File: config.mk
export PLATFORM = sky130hd
export DESIGN_NAME = exec_sequencer
export DESIGN_NICKNAME = d
export VERILOG_FILES = /design/src/rtl/exec_sequencer.sv
export SDC_FILE = /design/constraint.sdc
export NUM_CORES = 1
export LEC_CHECK = 0
export BUFFER_PORTS_ARGS = -buffer_cell sky130_fd_sc_hd__buf_2
export CAP_MARGIN = 15
export CORE_MARGIN = 2
export CORE_UTILIZATION = 40
export DETAILED_ROUTE_END_ITERATION = 6
export GPL_TIMING_DRIVEN = 1
export SYNTH_ARGS = -nofsm -noshare
export SYNTH_HDL_FRONTEND = slang
export SYNTH_SLANG_ARGS = --single-unit
File: constraint.sdc
create_clock -name Clk -period 3.3 [get_ports Clk]
set_clock_uncertainty 0.1 [all_clocks]
set_input_delay 0.495 -clock Clk [delete_from_list [all_inputs] [get_ports Clk]]
set_output_delay 0.495 -clock Clk [all_outputs]
set_load 0.02 [all_outputs]
File: src/rtl/exec_sequencer.sv
// Programmable (F, R) command sequencer: queues commands and on a Run rise drives
// WIDTH Shift_En cycles per command. Define SEQ_RETAIN_EN to keep the queue as a replayable program.
module exec_sequencer #(
  parameter  int DEPTH = 4,
  parameter  int WIDTH = 8,
  localparam int CW    = $clog2(DEPTH + 1),
  localparam int PW    = $clog2(DEPTH),
  localparam int SW    = $clog2(WIDTH + 1)
) (
  input  logic          Clk,
  input  logic          Reset,
  input  logic          LoadA,
  input  logic          LoadB,
  input  logic          Run,
  input  logic          cmd_valid,
  input  logic [2:0]    cmd_F,
  input  logic [1:0]    cmd_R,
  input  logic          cmd_clear,
  output logic          cmd_ready,
  output logic          Ld_A,
  output logic          Ld_B,
  output logic          Shift_En,
  output logic [2:0]    F_out,
  output logic [1:0]    R_out,
  output logic          busy,
  output logic          done,
  output logic [CW-1:0] count
);

  typedef enum logic [1:0] {S_IDLE, S_SHIFT, S_NEXT, S_DONE} state_e;

  state_e        state_q;
  logic [2:0]    mem_f [DEPTH];
  logic [1:0]    mem_r [DEPTH];
  logic [PW-1:0] wr_ptr_q, rd_ptr_q, nxt_ptr;
  logic [CW-1:0] count_q;
  logic [SW-1:0] shcnt_q;
  logic          loada_q, loadb_q, run_q, armed_q;
  logic          ld_a_q, ld_b_q, shift_en_q, busy_q, done_q;
  logic [2:0]    f_out_q;
  logic [1:0]    r_out_q;
  logic          is_idle, clear, push, pop;
  logic          loada_rise, loadb_rise, run_rise;
`ifdef SEQ_RETAIN_EN
  logic [CW-1:0] idx_q;
`endif

  // armed_q masks the first edge after reset so levels held through release never read as rises.
  assign loada_rise = LoadA & ~loada_q & armed_q;
  assign loadb_rise = LoadB & ~loadb_q & armed_q;
  assign run_rise   = Run   & ~run_q   & armed_q;

  assign is_idle = (state_q == S_IDLE);
  assign clear   = is_idle & cmd_clear;
`ifdef SEQ_RETAIN_EN
  assign cmd_ready = (count_q != CW'(DEPTH)) & is_idle;
  assign pop       = 1'b0;
  assign nxt_ptr   = rd_ptr_q + idx_q[PW-1:0] + PW'(1);
`else
  assign cmd_ready = (count_q != CW'(DEPTH));
  assign pop       = (state_q == S_NEXT);
  assign nxt_ptr   = rd_ptr_q + PW'(1);
`endif
  assign push = cmd_valid & cmd_ready & ~clear;

  // NOTE: queue storage has no reset; count_q and the pointers alone decide which entries are valid.
  always_ff @(posedge Clk) begin
    if (push) begin
      mem_f[wr_ptr_q] <= cmd_F;
      mem_r[wr_ptr_q] <= cmd_R;
    end
  end

  // NOTE: all state below uses non-blocking assignments so every register sees pre-edge values.
  always_ff @(posedge Clk or posedge Reset) begin
    if (Reset) begin
      state_q    <= S_IDLE;
      wr_ptr_q   <= '0;
      rd_ptr_q   <= '0;
      count_q    <= '0;
      shcnt_q    <= '0;
      loada_q    <= 1'b0;
      loadb_q    <= 1'b0;
      run_q      <= 1'b0;
      armed_q    <= 1'b0;
      ld_a_q     <= 1'b0;
      ld_b_q     <= 1'b0;
      shift_en_q <= 1'b0;
      busy_q     <= 1'b0;
      done_q     <= 1'b0;
      f_out_q    <= '0;
      r_out_q    <= '0;
`ifdef SEQ_RETAIN_EN
      idx_q      <= '0;
`endif
    end else begin
      loada_q <= LoadA;
      loadb_q <= LoadB;
      run_q   <= Run;
      armed_q <= 1'b1;
      ld_a_q  <= 1'b0;
      ld_b_q  <= 1'b0;
      done_q  <= 1'b0;

      if (clear) begin
        wr_ptr_q <= '0;
        rd_ptr_q <= '0;
        count_q  <= '0;
      end else begin
        if (push) wr_ptr_q <= wr_ptr_q + PW'(1);
        if (pop)  rd_ptr_q <= rd_ptr_q + PW'(1);
        count_q <= count_q + CW'(push) - CW'(pop);
      end

      case (state_q)
        S_IDLE: begin
          ld_a_q <= loada_rise;
          ld_b_q <= loadb_rise;
          if (run_rise && (count_q != '0) && !cmd_clear) begin
            state_q    <= S_SHIFT;
            shift_en_q <= 1'b1;
            busy_q     <= 1'b1;
            shcnt_q    <= SW'(WIDTH - 1);
            f_out_q    <= mem_f[rd_ptr_q];
            r_out_q    <= mem_r[rd_ptr_q];
          end
        end
        S_SHIFT: begin
          if (shcnt_q == '0) begin
            state_q    <= S_NEXT;
            shift_en_q <= 1'b0;
          end else begin
            shcnt_q <= shcnt_q - SW'(1);
          end
        end
        S_NEXT: begin
`ifdef SEQ_RETAIN_EN
          if (idx_q + CW'(1) < count_q) begin
            idx_q <= idx_q + CW'(1);
`else
          if (count_q > CW'(1)) begin
`endif
            state_q    <= S_SHIFT;
            shift_en_q <= 1'b1;
            shcnt_q    <= SW'(WIDTH - 1);
            f_out_q    <= mem_f[nxt_ptr];
            r_out_q    <= mem_r[nxt_ptr];
          end else begin
`ifdef SEQ_RETAIN_EN
            idx_q <= '0;
`endif
            state_q <= S_DONE;
            busy_q  <= 1'b0;
            done_q  <= 1'b1;
          end
        end
        default: state_q <= S_IDLE;
      endcase
    end
  end

  assign Ld_A     = ld_a_q;
  assign Ld_B     = ld_b_q;
  assign Shift_En = shift_en_q;
  assign F_out    = f_out_q;
  assign R_out    = r_out_q;
  assign busy     = busy_q;
  assign done     = done_q;
  assign count    = count_q;

endmodule

Yosys cells after proc, flatten, opt, wreduce, memory -nomap -nowiden
Memory sizes are Yosys's and may differ from the RTL's.
Cells that the tools add are included.
- register bits: 27
- latch bits: 0
- RAM bits: 20
- memory bits (read-only): 0
- bits of input ports: 12
- output and inout port bits: 14
- logic and storage cells: 91
- memories kept: 2
- memories (memory ; words ; bits a word ; read ports ; clocked after memory_dff ; wr ports ; RTL line ; RTL):
    mem_f ; 4 ; 3 ; 2 ; 0 ; 1 ; 33 ; logic [2:0] mem_f [DEPTH];
    mem_r ; 4 ; 2 ; 2 ; 0 ; 1 ; 34 ; logic [1:0] mem_r [DEPTH];
- add/subtract/negate cells: 5
- multipliers: 0
- div/mod/pow operators: 0
- order comparisons: 1
- eq/ne operators: 8
- shifts and indexed selects: 0
- muxes and demuxes: 31
- bitwise logic cells: 13
- reduce and logical (&&, ||, !) cells: 15
- operator list (operator ; number):
    2-to-1 mux 2 bit ; 9
    2-to-1 mux 4 bit ; 3
    case mux 4 bit (3 select lines) ; 1
    2-to-1 mux 1 bit ; 10
    AND 1 bit ; 9
    2-to-1 mux 3 bit ; 3
    AND reduction 4 bit ; 2
    inequality test 2 bit, second input constant ; 3
    case mux 2 bit (3 select lines) ; 1
    case mux 3 bit (2 select lines) ; 1
    AND reduction 3 bit ; 2
    nonzero test 2 bit ; 3
    nonzero test 3 bit ; 2
    adder 2 x 1 -> 2 bit, second input constant ; 2
    logical NOT 4 bit ; 1
    inequality test 2 x 1 -> 1 bit, second input constant ; 2
    NOT 1 bit ; 4
    case mux 2 bit (2 select lines) ; 1
    subtractor 4 x 1 -> 4 bit, second input constant ; 1
    adder 3 x 1 -> 3 bit ; 1
    greater-than comparator 3 x 1 -> 1 bit, second input constant ; 1
    inequality test 3 bit, second input constant ; 1
    case mux 1 bit (3 select lines) ; 1
    subtractor 3 x 1 -> 3 bit ; 1
    other kinds (7) ; 8

Longest topological paths before layout
Gate-level depths: netlist of run 1.
- depth in word-level cells: 7
- depth in mapped cells: 13

Worst setup path before layout of run 1
Ideal clock, no wire load.
- path type: register to register
- start point: register count_q[0], in the netlist count[0]
- end point: register count_q[2], in the netlist count[2]
- library setup time: 0.125 ns
- data arrival time: 2.281 ns
- required time: 3.075 ns
- path slack: 0.794 ns
- stages on the path, launching flop included: 12
- buffers on the path: 0
- cells stage by stage: dfrtp_1 -> or3_1 -> nand2_1 -> nor2_1 -> inv_1 -> ha_1 -> inv_1 -> ha_1 -> inv_1 -> fa_1 -> xnor2_1 -> nor2_1
- cells in the longest elaborated chain, start to end: 6
- RTL lines (what ; RTL line ; RTL):
    start: declaration ; 36 ; logic [CW-1:0] count_q;
    start signal: assignment ; 112 ; count_q <= count_q + CW'(push) - CW'(pop);
    inequality test 3 bit ; 60 ; assign cmd_ready = (count_q != CW'(DEPTH));
    via cmd_ready ; 19 ; output logic cmd_ready,
    AND 1 bit (2 in series) ; 64 ; assign push = cmd_valid & cmd_ready & ~clear;
    adder 3 x 1 -> 3 bit ; 112 ;
    subtractor 3 x 1 -> 3 bit ; 112 ;
    2-to-1 mux 3 bit ; 105 ; if (clear) begin
The timed path passes the listed nets, and every way through them passes these cells.
A chain may end at the register's enable or synchronous reset.

Worst setup path after layout of run 1
- start point: register state_q[1]
- end point: register count_q[2], in the netlist count[2]
- cells in the longest elaborated chain, start to end: 7
- elaborated cells on any way between the ends: 8
- classes of those cells: add/sub: 2; eq/ne: 1; mux: 1; bitwise: 3; reduce/logical: 1
- RTL lines (what ; RTL line ; RTL):
    start: declaration ; 32 ; state_e state_q;
    start signal: assignment ; 77 ; state_q <= S_IDLE;
    start signal: assignment ; 120 ; state_q <= S_SHIFT;
    start signal: assignment ; 130 ; state_q <= S_NEXT;
    logical NOT 2 bit ; 53 ; assign is_idle = (state_q == S_IDLE);
    AND 1 bit ; 54 ; assign clear = is_idle & cmd_clear;
    NOT 1 bit ; 64 ;
    AND 1 bit ; 64 ;
    adder 3 x 1 -> 3 bit ; 112 ;
    subtractor 3 x 1 -> 3 bit ; 112 ;
    2-to-1 mux 3 bit * ; 105 ;
Every way passes the cells marked *; elsewhere a longest branch is shown, timed or not.

==> results.yml, run 1 <==
outcome:
  status: "complete, no violations"
sta:
  setup_viol: 0
  max-slew-margin-rel_pct: 33.5
  tightest_slew_ps: 997
  tns_ps: 0
  rsz0062_at_grt: "false"
  finalMaxSlewViolations: 0
  finalHoldViolCount: 0
  fmax_mhz: 391
  min_period_ps: 2550
  fin_crit_sh_pct: 77.4
grt:
  grt_usage_pct: 13.8
  grt_pass1_vias: 1376
  grt_pass1_wl_microns: 6710
  grt_max_degree: 28
  antenna_found_initial: 0
  grt_overflow_total: 0
setup_path:
  crit_start: "state_q[1]"
  path_delay_family: "adder cells"
  rrSetupSlack_ps: 750
  endpoint: "count[2]"
  worstSetupStartpointType: "flip-flop"
  worst-path-buf-inv: 3
  end_kind: "flip-flop"
  cp_data_required_time_ps: 3380
  path_cells: "nor2_1 > and2_1 > nor2_1 > inv_1 > ha_1 > inv_1 > ha_1 > inv_1 > fa_1 > xnor2_1 > nor2_1"
  cpMaxStageDelayCell: "dfrtp_1"
  cp_slowest_stage_delay_ps: 560
  rr_endpoint: "count[2]"
  ff2ff_path_depth: 11
  arrival_ps: 2640
  reg2reg_from: "state_q[1]"
  path_class: "reg2reg"
  cp.depth: 11
  critical_path_peak_fanout: 10
route:
  vias: 1453
  via_per_inst: 5.05
  wire_per_inst_microns: 13.6
  drc: 0
  firstDrtPassIters: 4
  drt_wl_total_microns: 3900
  antenna_left: 0
  drt_iter0_drc: 66
finish:
  antenna_cells: 0
  final_nets: 236
  drive_above_1_share_pct: 24.5
  fin_area_sq_um: 2540
  area_growth_pct: 11.1
floorplan:
  die_w_microns: 79.6
  dieArea_sq_um: 6330
  initial_core_util_pct: 41.5
  placementRows: 27
  ios: 26
  die_h_microns: 79.6
  core_area_sq_um: 5510
power:
  p_sw_share_pct: 35.6
  power_frac_comb_pct: 34.1
  clkPwrFrac_pct: 21.1
  leakage_nw: 1.07
  power_density_nw_per_um2: 762
  vdd_drop_max_mv: 0.268
  switchingPower_uw: 688
  seqPwrFrac_pct: 44.9
  internal-power_mw: 1.24
placement:
  dp_hpwl_microns: 2850
  numPortBuffers: 25
  gp_congestion: 0.751
  placed_area_sq_um: 2430
synth:
  async_flop_share_pct: 57.4
  synthMuxAreaShare_pct: 5.37
  syn_inst: 193
  synth_xor_area_share_pct: 0.767
  synth_ff_type: "dfrtp_1"
  ys.warnings.count: 0
  netlist_top_cells_area: "dfrtp_1 30%, edfxtp_1 26%, mux2_2 4.9%"
  synth_compound_area_share_pct: 13.5
  syn-cell-area_sq_um: 2280
  postSynthAreaPerCell_sq_um: 11.8
  synth_top_family_by_area: "simple AND/OR/NAND/NOR gates"
  synth_edf_count: 20
  synth_top_cells_by_count: "27 x dfrtp_1, 20 x edfxtp_1, 20 x nor2_1"
  synth_fa_ha_area_share_pct: 5.26
  yosysTopAreaCell: "dfrtp_1"
  yosysUniqueCellTypes: 39
  synth-seq-cells: 47
  ys_seq_area_share_pct: 55.9
  synth_top_cell_area_share_pct: 29.6
  synthMostInstantiatedCell: "dfrtp_1"
  yosys.area_share.simple_pct: 13.7
  synth.net_count: 214
hold_path:
  hp-class: "in2reg"
  min_path_cells: 1
cts:
  ctsHoldBuffers: 0
  htree_levels: 2
  cts-root-buf: "clkbuf_8"
  tritoncts: "done"
  cts_setup_buffers: 0
  clkLatencyLatePin_ps: 300
  numCtsBuffers: 5
  clockBufferDepth: 2
  cts_resized: 0
  clock-sinks: 47
  path_clk_slew_ps: 80
run:
  max_cap_violations: 0
sequential cells by signal (all words and copies together) (netlist names), 2 cells and up:
| register | cells |
|---|---|
| mem_f | 12 |
| state_q | 2 |
| wr_ptr_q | 2 |
| F_out | 3 |
| R_out | 2 |
| rd_ptr_q | 2 |
| shcnt_q | 4 |
| count | 3 |
| mem_r | 8 |
power groups by stage:
stage / Sequential [mW] / Combinational [mW] / Clock, mW
floorplan: 0.894 / 0.484 / 0
global placement: 0.882 / 0.654 / 0
detailed placement: 0.883 / 0.666 / 0
CTS: 0.870 / 0.672 / 0.422
global route: 0.893 / 0.750 / 0.441
finish: 0.867 / 0.658 / 0.407
worst min path at each step:
stage,start,endpoint,slack [ps]
after floorplan,loada_q,Ld_A,280
after global placement,loadb_q,Ld_B,290
after detailed placement,loadb_q,Ld_B,300
after CTS,Run,run_q,200
after global routing,LoadA,loada_q,210
final,LoadA,loada_q,210
final cells by class:
| type | count | area, sq um |
|---|---|---|
| clock inverter | 3 | 38.8 |
| multi-input combinational | 122 | 886 |
| fill | 516 | 2970 |
| clock buffer | 5 | 68.8 |
| tap | 72 | 90.1 |
| sequential | 47 | 1280 |
| timing repair buffer | 25 | 125 |
| inverter | 14 | 52.6 |
cell families (layout without fill, tap and decap cells):
| kind of cell | count (synthesis) | count (layout) |
|---|---|---|
| XOR/XNOR | 2 | 2 |
| adder cells (fa/ha/maj) | 9 | 9 |
| multiplexers | 11 | 11 |
| flip-flops | 47 | 47 |
| buffers and inverters | 24 | 47 |
| AND/OR/NAND/NOR | 60 | 60 |
| AO/OA/AOI/OAI | 39 | 39 |
| other | 1 | 1 |
routing by layer:
| metal | vias up | share of wire [%] | track usage [%] |
|---|---|---|---|
| met3 | 6 | 2.9 | 2.94 |
| met2 | 21 | 46 | 20.6 |
| met5 | - | 0 | 0 |
| li1 | 728 | - | - |
| met1 | 698 | 49 | 19.3 |
| met4 | 0 | 2.0 | 6.21 |
stage by stage:
| stage | utilization [%] | power, mW | hold WS (ps) | setup WS (ps) | std cells |
|---|---|---|---|---|---|
| 6_report | 46.1 | 1.93 | 210 | 746 | 288 |
| 3_3_place_gp | 44.1 | 1.54 | 291 | 823 | 280 |
| 2_1_floorplan | - | 1.38 | 282 | 794 | 193 |
| 3_5_place_dp | 44.1 | 1.55 | 300 | 746 | 280 |
| 5_1_grt | 46.1 | 2.08 | 206 | 495 | 288 |
| 4_1_cts | 46.1 | 1.96 | 205 | 747 | 288 |
cells in the final DEF, fill, tap and decap left out, types with 2 or more instances in the layout:
| master | Yosys | routed |
|---|---|---|
| dfrtp_1 | 27 | 27 |
| nor3_1 | 6 | 6 |
| a21o_1 | 2 | 2 |
| nand2_1 | 8 | 8 |
| xnor2_1 | 2 | 2 |
| inv_1 | 13 | 13 |
| edfxtp_1 | 20 | 20 |
| a211oi_2 | 2 | 2 |
| o31a_1 | 5 | 5 |
| o221ai_2 | 5 | 5 |
| and2_1 | 6 | 6 |
| nor2_1 | 20 | 20 |
| o31ai_1 | 6 | 6 |
| nor3b_1 | 3 | 3 |
| buf_2 | 4 | 25 |
| mux2_2 | 10 | 10 |
| a21oi_1 | 12 | 12 |
| ha_1 | 8 | 8 |
| nand3_1 | 3 | 3 |
| or3_1 | 7 | 7 |
| clkbuf_8 | 0 | 5 |
| o21ai_0 | 4 | 4 |
Power figures use the tool's default switching activity.
==> run 2, diff against run 1 <==
ABC_AREA = 1   (was unset)
clock period = 2.08 ns   (was 3.3 ns; I/O delays follow)
==> results.yml, run 2 <==
placement:
  numPortBuffers: 25
  place_inst: 384
  dp_hpwl_microns: 3580
  dpl_worst_slack_ps: 34.1
  gp_congestion: 0.789
synth:
  synth_top_cell_area_share_pct: 28.6
  synth_edf_count: 20
  syn-cell-area_sq_um: 2360
  yosysUniqueCellTypes: 27
  synth_top_cells_by_count: "109 x nand2_1, 27 x dfrtp_1, 24 x inv_1"
  syn_inst: 276
  ys.warnings.count: 0
  synth.net_count: 297
  ys_seq_area_share_pct: 54.1
  postSynthAreaPerCell_sq_um: 8.55
  synth_ff_type: "dfrtp_1"
  netlist_top_cells_area: "dfrtp_1 29%, edfxtp_1 25%, nand2_1 17%"
  synth-seq-cells: 47
  yosysTopAreaCell: "dfrtp_1"
  synthMostInstantiatedCell: "nand2_1"
  async_flop_share_pct: 57.4
finish:
  stdcell_count: 399
  fillers: 550
  antenna_cells: 0
  layout_commonest_cell: "nand2_1"
  final_nets: 347
  final_cell_mix: "109 x nand2_1, 26 x dfrtp_1, 25 x buf_2"
  reg.largest.list: "mem_f: 12 flops, mem_r: 8 flops, shcnt_q: 4 flops"
  regMostFlops: "mem_f"
  drive_above_1_share_pct: 25.4
  largest_reg_flops: 12
  area_growth_pct: 22.3
setup_path:
  cpMostUsedCell: "inv_2"
  critical_path_peak_fanout: 3
  end_kind: "flip-flop"
  path_cells: "nor2_2 > inv_2 > nor2_4 > inv_2 > nand3_4 > ha_4 > inv_2 > ha_4 > inv_2 > fa_2 > nor2_1"
  arrival_ps: 2090
  worstSetupStartpointType: "flip-flop"
  cp_slowest_stage_delay_ps: 500
  cp_data_required_time_ps: 2180
  path_class: "reg2reg"
  cpMaxStageDelayCell: "fa_2"
route:
  antenna_left: 0
  firstDrtPassIters: 4
  drc: 0
  drt_wl_total_microns: 4710
  vias: 1862
  drt_iter0_drc: 47
  wire_per_inst_microns: 11.8
  via_per_inst: 4.67
sta:
  finalHoldViolCount: 0
  fmax_mhz: 503
  setup_viol: 0
  tns_ps: 0
  finalMaxSlewViolations: 0
  min_period_ps: 1990
  fin_crit_sh_pct: 95.6
  setup_ws_ps: 90.5
floorplan:
  die_w_microns: 80.8
  core_area_sq_um: 5610
  dieArea_sq_um: 6530
  placementRows: 27
  die_h_microns: 80.8
  initial_core_util_pct: 42.1
  ios: 26
cts:
  tritoncts: "done"
  clockBufferDepth: 2
  htree_levels: 2
  cts-root-buf: "clkbuf_8"
  clkLatencyLatePin_ps: 300
  numCtsBuffers: 5
  path_clk_slew_ps: 90
  clock-sinks: 47
power:
  p_total_mw: 4.07
  leakage_nw: 1.45
  vdd_drop_max_mv: 0.529
  power_density_nw_per_um2: 1410
hold_path:
  hp-class: "in2reg"
grt:
  grt_pass1_wl_microns: 8000
  grt_usage_pct: 16.0
  grt_pass1_vias: 1719
  antenna_found_initial: 0
  grt_max_degree: 28
  grt_overflow_total: 0
outcome:
  status: "complete, no violations"
run:
  max_cap_violations: 0
-- run 2: final cells by class --
cell class / instances / area, sq um / share of cell area [%]
well taps: 72 / 90.1 / 3.12
clock inverters: 3 / 43.8 / 1.52
multi-input cells: 192 / 985 / 34.1
flip-flops and latches: 47 / 1280 / 44.3
repair buffers: 47 / 293 / 10.1
inverters: 33 / 129 / 4.46
clock buffers: 5 / 68.8 / 2.38
-- run 2: critical path, delay by kind of cell, from the launching register on --
kind	cells	cell delay, ps
buffers and inverters	4	220
and+or+nand+nor	4	370
DFF	1	400
adders and majority gates	3	810
-- run 2: cells by family after synthesis --
logic type                 count (synthesis)  synth area share, %
DFF                                       47                 54.1
other                                      1                0.159
buffers and inverters                     37                 6.31
adders and majority gates                  9                 5.09
xor gates and xnor gates                   1                0.371
AOI/OAI and AO/OA                         12                 2.60
and+or+nand+nor                          169                 31.4
-- run 2: metal layers --
metal  GRT usage [%]  up-vias  wire length [microns]
met5               0        -                      0
met4            5.59        0                     71
met3            3.00        7                    136
met2            25.6       27                   2300
met1            21.7      856                   2200
li1                -      972                      -
-- run 2: final timing paths --
path / from / to / slack [ps] / cells after the start
max: state_q[1] / count[1] / 90 / 11
min: Run / run_q / 30 / 1
max reg2reg: state_q[1] / count[1] / 90 / 11
min reg2reg: loadb_q / Ld_B / 320 / 1
max in group asynchronous: Reset / count[1] / 1110 / 4
min in group asynchronous: Reset / loada_q / 510 / 4
-- run 2: report_power, final --
part,internal (mW),switching [mW]
sequential,1.24,0.163
clock,0.357,0.314
combinational,0.786,1.22
-- run 2: per-stage QoR --
step,hold WS [ps],util [%],area (sq um)
after CTS,19.5,50.5,2830
after global routing,13.3,51.5,2890
after global placement,287,48.3,2710
after floorplan,243,-,2400
final,27.1,51.5,2890
after detailed placement,292,48.3,2710
-- run 2: timing repair --
item | 4_1_cts | 5_1_grt
resized for setup | 0 | 1
hold buffers | 1 | 0
buffers inserted | 0 | 6
setup endpoints to repair | 0 | 2
endpoints found under the hold margin | 27 | 0
